**src/rtl/mul_nibble_seq.sv**
```systemverilog
// mul_nibble_seq: sequential WxW unsigned multiplier built around a single
// shared 4x4 multiplier core (bit4_mul). One nibble pair goes through the
// core per cycle, and the shifted partial products are summed into a 2W-bit
// accumulator. Operands arrive on a valid/ready handshake, and the product
// leaves on another.
//
// Optional build macro: MUL_NIBBLE_SEQ_ZERO_SKIP_EN
//   When defined, a zero operand at accept jumps straight to DONE with c=0
//   and the core is never used. When undefined, zero operands run the full
//   K*K cycles like any other operands.

// 4x4 unsigned combinational multiplier core.
module bit4_mul (
    input  logic [3:0] a,
    input  logic [3:0] b,
    output logic [7:0] c
);
    assign c = {4'b0000, a} * {4'b0000, b};
endmodule

module mul_nibble_seq #(
    parameter int W = 8
) (
    input  logic           clk,
    input  logic           rst,
    input  logic           in_valid,
    output logic           in_ready,
    input  logic [W-1:0]   a,
    input  logic [W-1:0]   b,
    output logic           out_valid,
    input  logic           out_ready,
    output logic [2*W-1:0] c,
    output logic           busy
);
    localparam int K  = W / 4;
    localparam int N  = K * K;
    localparam int IW = (N > 1) ? $clog2(N) : 1;
    localparam logic [IW-1:0] LAST = IW'(N - 1);

    generate
        if (W < 4 || (W % 4) != 0) begin : g_bad_width
            $error("mul_nibble_seq: W must be a multiple of 4 and >= 4");
        end
    endgenerate

    typedef enum logic [1:0] {IDLE, RUN, DONE} state_t;

    state_t         state;
    logic [W-1:0]   a_reg;
    logic [W-1:0]   b_reg;
    logic [2*W-1:0] acc;
    logic [IW-1:0]  idx;

    int             i_nib;
    int             j_nib;
    logic [3:0]     core_a;
    logic [3:0]     core_b;
    logic [7:0]     core_c;
    logic [2*W-1:0] pp;

    bit4_mul u_core (
        .a (core_a),
        .b (core_b),
        .c (core_c)
    );

    // Pick the current nibble pair and align the core's product by nibble weight.
    always_comb begin
        // NOTE: every combinational output gets a default first, so no path leaves it unassigned (no latch).
        i_nib  = int'(idx) % K;
        j_nib  = int'(idx) / K;
        core_a = a_reg[4*i_nib +: 4];
        core_b = b_reg[4*j_nib +: 4];
        pp     = (2*W)'(core_c) << (4 * (i_nib + j_nib));
    end

    // Control FSM and datapath registers, with synchronous reset.
    always_ff @(posedge clk) begin
        if (rst) begin
            // NOTE: state updates use non-blocking assignments so every register samples pre-edge values.
            state <= IDLE;
            a_reg <= '0;
            b_reg <= '0;
            acc   <= '0;
            idx   <= '0;
        end else begin
            case (state)
                IDLE: begin
                    if (in_valid) begin
                        a_reg <= a;
                        b_reg <= b;
                        acc   <= '0;
                        idx   <= '0;
`ifdef MUL_NIBBLE_SEQ_ZERO_SKIP_EN
                        if (a == '0 || b == '0) state <= DONE;
                        else                    state <= RUN;
`else
                        state <= RUN;
`endif
                    end
                end
                RUN: begin
                    acc <= acc + pp;
                    idx <= idx + 1'b1;
                    if (idx == LAST) state <= DONE;
                end
                DONE: begin
                    if (out_ready) state <= IDLE;
                end
                default: state <= IDLE;
            endcase
        end
    end

    // Handshake flags are decoded from the registered state.
    assign in_ready  = (state == IDLE);
    assign busy      = (state != IDLE);
    assign out_valid = (state == DONE);
    assign c         = acc;

endmodule

```
**config.mk**
```make
export PLATFORM = sky130hd
export DESIGN_NAME = mul_nibble_seq
export DESIGN_NICKNAME = d
export VERILOG_FILES = /design/src/rtl/mul_nibble_seq.sv
export SDC_FILE = /design/constraint.sdc
export NUM_CORES = 1
export LEC_CHECK = 0
export BUFFER_PORTS_ARGS = -buffer_cell sky130_fd_sc_hd__buf_2
export CAP_MARGIN = 30
export CELL_PAD_IN_SITES_DETAIL_PLACEMENT = 1
export CELL_PAD_IN_SITES_GLOBAL_PLACEMENT = 2
export CORE_MARGIN = 1
export CORE_UTILIZATION = 32
export CTS_BUF_LIST = sky130_fd_sc_hd__clkbuf_4
export DETAILED_ROUTE_END_ITERATION = 8
export GPL_TIMING_DRIVEN = 0
export PLACE_DENSITY_LB_ADDON = 0.1
export SYNTH_ARGS = -nofsm -noshare
export SYNTH_HDL_FRONTEND = slang
export SYNTH_HIERARCHICAL = 1
export SYNTH_SLANG_ARGS = --single-unit
```
**constraint.sdc**
```tcl
create_clock -name clk -period 4.8 [get_ports clk]
set_clock_uncertainty 0.05 [all_clocks]
set_input_delay 0.24 -clock clk [delete_from_list [all_inputs] [get_ports clk]]
set_output_delay 0.24 -clock clk [all_outputs]
set_load 0.01 [all_outputs]
```
[Word level (Yosys, flattened, before mapping)]
Cells that the tools add are included.
Cells by class
  $add $sub $neg: 3
  multiply operators: 1
  equal/unequal tests: 6
  shift operators: 3
  muxes and demuxes: 8
  reduce and logical (&&, ||, !) cells: 6
Operators by type and width (number)
  case mux 16 bit (2 select lines): 1
  adder 16 bit: 1
  two-way mux 16 bit: 1
  indexed part select 8 x 4 -> 4 bit: 2
  << shifter 8 x 4 -> 16 bit: 1
  multiplier 4 x 4 -> 8 bit: 1
  two-way mux 2 bit: 4
  case mux 2 bit (3 select lines): 1
  equality test 2 bit, second input constant: 2
  inequality test 2 bit, second input constant: 2
  case mux 2 bit (2 select lines): 1
  AND reduction 2 bit: 2
  nonzero test 2 bit: 2
  AND reduction 3 bit: 1
  adder 1 x 1 -> 2 bit: 1
  adder 2 x 1 -> 2 bit, second input constant: 1
  equality test 2 x 1 -> 1 bit, second input constant: 1
  zero test 2 bit: 1
  inequality test 2 x 1 -> 1 bit, second input constant: 1
Storage, ports and cells
  register bits after elaboration: 36
  output and inout port bits: 19
  logic and storage cells: 32

[Logic depth before layout (Yosys ltp)]
  depth in word-level cells: 5
  gate-level depth with buffers: 19
  gate-level depth less buffers: 18

[Hierarchy]
The synthesis kept the hierarchy.
Modules (own cells, without submodules)
  mul_nibble_seq: instances 1, cells each 277, area each 2294.7 µm², sequential area each 720.7 µm²
  bit4_mul: instances 1, cells each 51, area each 449.2 µm², sequential area each 0.0 µm²

[Worst setup path after synthesis]
Ideal clock, no wire load.
  path type: register to register
  from: reg idx[0]
  to: reg acc[14], in the netlist c[14]
  arrival time: 4.320 ns
  path slack: 0.309 ns
  stages on the path, launching flop included: 20
  path buffers: 1
  clock period less this slack: 4.491 ns
  cells stage by stage: dfxtp_1 > mux2_2 > nand2_1 > fa_1 > inv_1 > fa_1 > ha_1 > a211oi_1 > nor2_1 > a211o_1 > mux2i_1 > nor2_1 > ha_1 > buf_6 > a21oi_4 > o22ai_1 > a221o_1 > a311oi_2 > xor2_1 > o21ai_1
Between the ends
  cells in the longest elaborated chain, start to end: 5
Ends and longest elaborated chain
  start: declaration: RTL line 52  | logic [IW-1:0] idx;
  start signal: assignment: RTL line 104  | idx <= idx + 1'b1;
  indexed part select 8 x 4 -> 4 bit: RTL line 72  | core_a = a_reg[4*i_nib +: 4];
  named net core_a[1]: RTL line 56  | logic [3:0] core_a;
  multiplier 4 x 4 -> 8 bit: RTL line 18  | assign c = {4'b0000, a} * {4'b0000, b};
  named net core_c[7]: RTL line 58  | logic [7:0] core_c;
  << shifter 8 x 4 -> 16 bit: RTL line 74  | pp = (2*W)'(core_c) << (4 * (i_nib + j_nib));
  adder 16 bit: RTL line 103  | acc <= acc + pp;
  case mux 16 bit (2 select lines): RTL line 87  | case (state)
  end signal: assignment: RTL line 103
  end: declaration: RTL line 51  | logic [2*W-1:0] acc;
The timed path passes the listed nets, and every way through them passes these cells.
A chain may end at the register's enable or synchronous reset.

[Final worst setup path]
Same ends and word-level chain as after synthesis.

==> flow_summary.json <==
{
  "outcome": "completed",
  "crit_fanout": 5,
  "dp_hpwl_um": 5707,
  "grt_max_degree": 13,
  "grt-ovfl-total": 0,
  "final_util_pct": 39.59,
  "synth_edf_count": 0,
  "synthesis.area_mm2": 0.002744,
  "area_growth_pct": 19.15,
  "wl_per_cell_um": 14.94,
  "clk_latency_ns": 0.35,
  "post_drt_via_cell_ratio": 4.992,
  "track_usage_pct": 17.28,
  "fin_nets": 431,
  "hold_path_class": "in -> reg",
  "cts.clk_slew.worst_paths_ns": 0.13,
  "dr.pass1.iters": 4,
  "synthCells": 328,
  "core_area_mm2": 0.008258,
  "place_congestion": 0.8359,
  "rsz0062_at_grt": "yes",
  "place_inst": 471,
  "crit_type": "reg -> reg",
  "fmax_mhz": 213.6,
  "maxCapViolCount": 0,
  "synth_nets": 381,
  "dr.first_iter.drc_count": 37,
  "tritoncts": "yes",
  "reg2reg_depth": 19,
  "placementRows": 33,
  "root_buffer": "clkbuf_4",
  "hold_violations": 0,
  "dieHeight_um": 94.60,
  "finalCriticalPeriod_ns": 4.682,
  "antenna_found_initial": 0,
  "synth-warning-count": 6,
  "crit_path_end_kind": "flop",
  "n_antenna_cell": 0,
  "ys_ff_latch": 36,
  "drt-total-wl_um": 7230,
  "drive_above_1_share_pct": 23.75,
  "dieArea_mm2": 0.008949,
  "slew_violations": 0,
  "drc_errors": 0,
  "ant_nets": 0,
  "clkSinkCount": 36,
  "portBuffers": 38,
  "ir_worst_vdd_mv": 0.1009,
  "whs_path_depth": 3,
  "ys_seq_area_share_pct": 26.27,
  "vias": 2416,
  "critPathLaunchType": "flop",
  "grt_first_pass_wirelength_um": 11790,
  "synth.avg_cell_area_um2": 8.365,
  "cts_max_path_buffers": 2,
  "worst_slew_pin_slew_ns": 0.8929,
  "max_slew_margin_pct": 40.35,
  "pin_count": 39,
  "period_share_pct": 97.53,
  "htreeDepth": 2,
  "chipWidth_um": 94.60,
  "largest_reg_flops": 16,
  "ys.flop_type": "dfxtp_1",
  "setup_viol": 0,
  "cts_buffers": 5,
  "powerDensity_mw_per_mm2": 193.8,
  "fin_cells": 484,
  "ys_types": 50,
  "critPathArrivalTime_ns": 4.87,
  "required_ns": 4.99,
  "leakagePower_nw": 1.542,
  "async_flop_share_pct": 0,
  "start_util_pct": 33.23,
  "grt_pass1_vias": 2463
}
worst max-delay path: stages, from the launching register on:
cell and delay [ns]:
dfxtp_4 0.39, mux2_4 0.23, nand2_2 0.06, fa_1 0.55, inv_2 0.05, fa_2 0.60
ha_4 0.23, a211oi_2 0.24, nor2_1 0.07, a211o_1 0.31, mux2i_2 0.19, nor2_1 0.08
ha_1 0.32, buf_6 0.13, a21oi_4 0.18, o22ai_2 0.13, a221o_1 0.32, a311oi_2 0.21
xor2_1 0.17, o21ai_1 0.07
per-stage QoR:
stage	hold slack [ns]	cell area [µm²]	power, mW	TNS [ns]	worst slack [ns]
after floorplan	0.3260	2744	0.3780	0	0.3094
after global placement	0.3895	3065	0.4067	-0.1971	-0.1971
after detailed placement	0.4006	3065	0.4087	-0.1953	-0.1875
after CTS	0.04238	3188	0.6427	0	0.02677
after global routing	0.04185	3269	0.6720	-0.06436	-0.06436
final	0.06117	3269	0.6336	0	0.1183
what timing repair did:
item / in CTS / in global routing
pin swaps: 2 / 15
endpoints found under the hold margin: 0 / 0
hold buffers: 0 / 0
endpoints found under the setup margin: 4 / 5
buffers inserted: 2 / 3
resized for setup: 7 / 18
cell usage in the layout, fill, tap and decap left out, drive strengths merged, types with 2 or more instances in the layout:
| cell type | instances |
|---|---|
| a211oi | 2 |
| a21o | 8 |
| a21oi | 30 |
| a221o | 2 |
| a22o | 6 |
| a22oi | 8 |
| a311oi | 2 |
| a31oi | 3 |
| and2 | 17 |
| and2b | 2 |
| and3 | 2 |
| buf | 49 |
| clkbuf | 12 |
| dfxtp | 36 |
| fa | 5 |
| ha | 28 |
| inv | 9 |
| mux2 | 8 |
| mux2i | 5 |
| nand2 | 52 |
| nand2b | 4 |
| nor2 | 31 |
| nor2b | 5 |
| nor3 | 2 |
| o21a | 2 |
| o21ai | 12 |
| o21bai | 2 |
| o31ai | 2 |
| xnor2 | 11 |
| xor2 | 7 |
power by group:
part	switching (mW)	internal [mW]
Clock	0.117	0.109
Sequential	0.00762	0.308
Combinational	0.0526	0.0392
Total	0.178	0.456
final cells by class:
type	count	area (µm²)
fill	1018	4989
multi-input combinational	270	1999
sequential	36	728.2
timing repair buffer	43	227.7
tap	105	131.4
buffer	13	68.82
clock inverter	3	42.54
clock buffer	5	37.54
inverter	9	33.78
cells by family (layout without fill, tap and decap cells):
| logic type | Yosys count | after routing | synth area share, % |
|---|---|---|---|
| AO/OA/AOI/OAI | 87 | 87 | 23.12 |
| XOR/XNOR | 18 | 18 | 5.746 |
| adder cells (fa/ha/maj) | 33 | 33 | 16.42 |
| buffers and inverters | 22 | 73 | 3.739 |
| flip-flops | 36 | 36 | 26.27 |
| multiplexers | 13 | 13 | 5.107 |
| AND/OR/NAND/NOR | 119 | 119 | 19.61 |
synth_stat cells (2+ instances only):
| master | number | area (µm²) |
|---|---|---|
| xor2_1 | 7 | 61.31 |
| mux2_2 | 8 | 90.09 |
| and2b_1 | 2 | 15.01 |
| clkbuf_1 | 7 | 26.28 |
| o21a_1 | 2 | 15.01 |
| inv_1 | 9 | 33.78 |
| a22o_1 | 6 | 52.55 |
| o21ai_1 | 2 | 10.01 |
| nand2b_1 | 4 | 25.02 |
| a221o_1 | 2 | 20.02 |
| buf_6 | 2 | 22.52 |
| a21oi_1 | 26 | 130.1 |
| nor2b_1 | 5 | 31.28 |
| nand2_1 | 52 | 195.2 |
| fa_1 | 5 | 100.1 |
| nor2_1 | 31 | 116.4 |
| a21oi_2 | 3 | 26.28 |
| o21ai_0 | 10 | 50.05 |
| buf_2 | 4 | 20.02 |
| a31oi_1 | 3 | 18.77 |
| dfxtp_1 | 36 | 720.7 |
| a21o_1 | 8 | 60.06 |
| a22oi_1 | 8 | 60.06 |
| mux2i_1 | 5 | 50.05 |
| ha_1 | 28 | 350.3 |
| nor3_1 | 2 | 10.01 |
| and2_1 | 17 | 106.4 |
| and3_1 | 2 | 12.51 |
| xnor2_1 | 11 | 96.34 |
routing by layer:
layer	vias up	routed length (µm)	global-route usage, %
met5	-	0	0
met4	0	153	6.566
met3	13	251	3.704
met2	43	3694	31.18
met1	1118	3130	19.75
li1	1242	-	-
path summary, 6_finish.rpt:
check                                 to  slack [ns]  startpoint
worst min register to register  b_reg[0]        0.42    b_reg[0]
worst max-delay path               c[14]        0.12      idx[0]
worst min-delay path            b_reg[3]        0.06        b[3]
worst max register to register     c[14]        0.12      idx[0]
No activity file was read; power rests on OpenSTA's default activity.
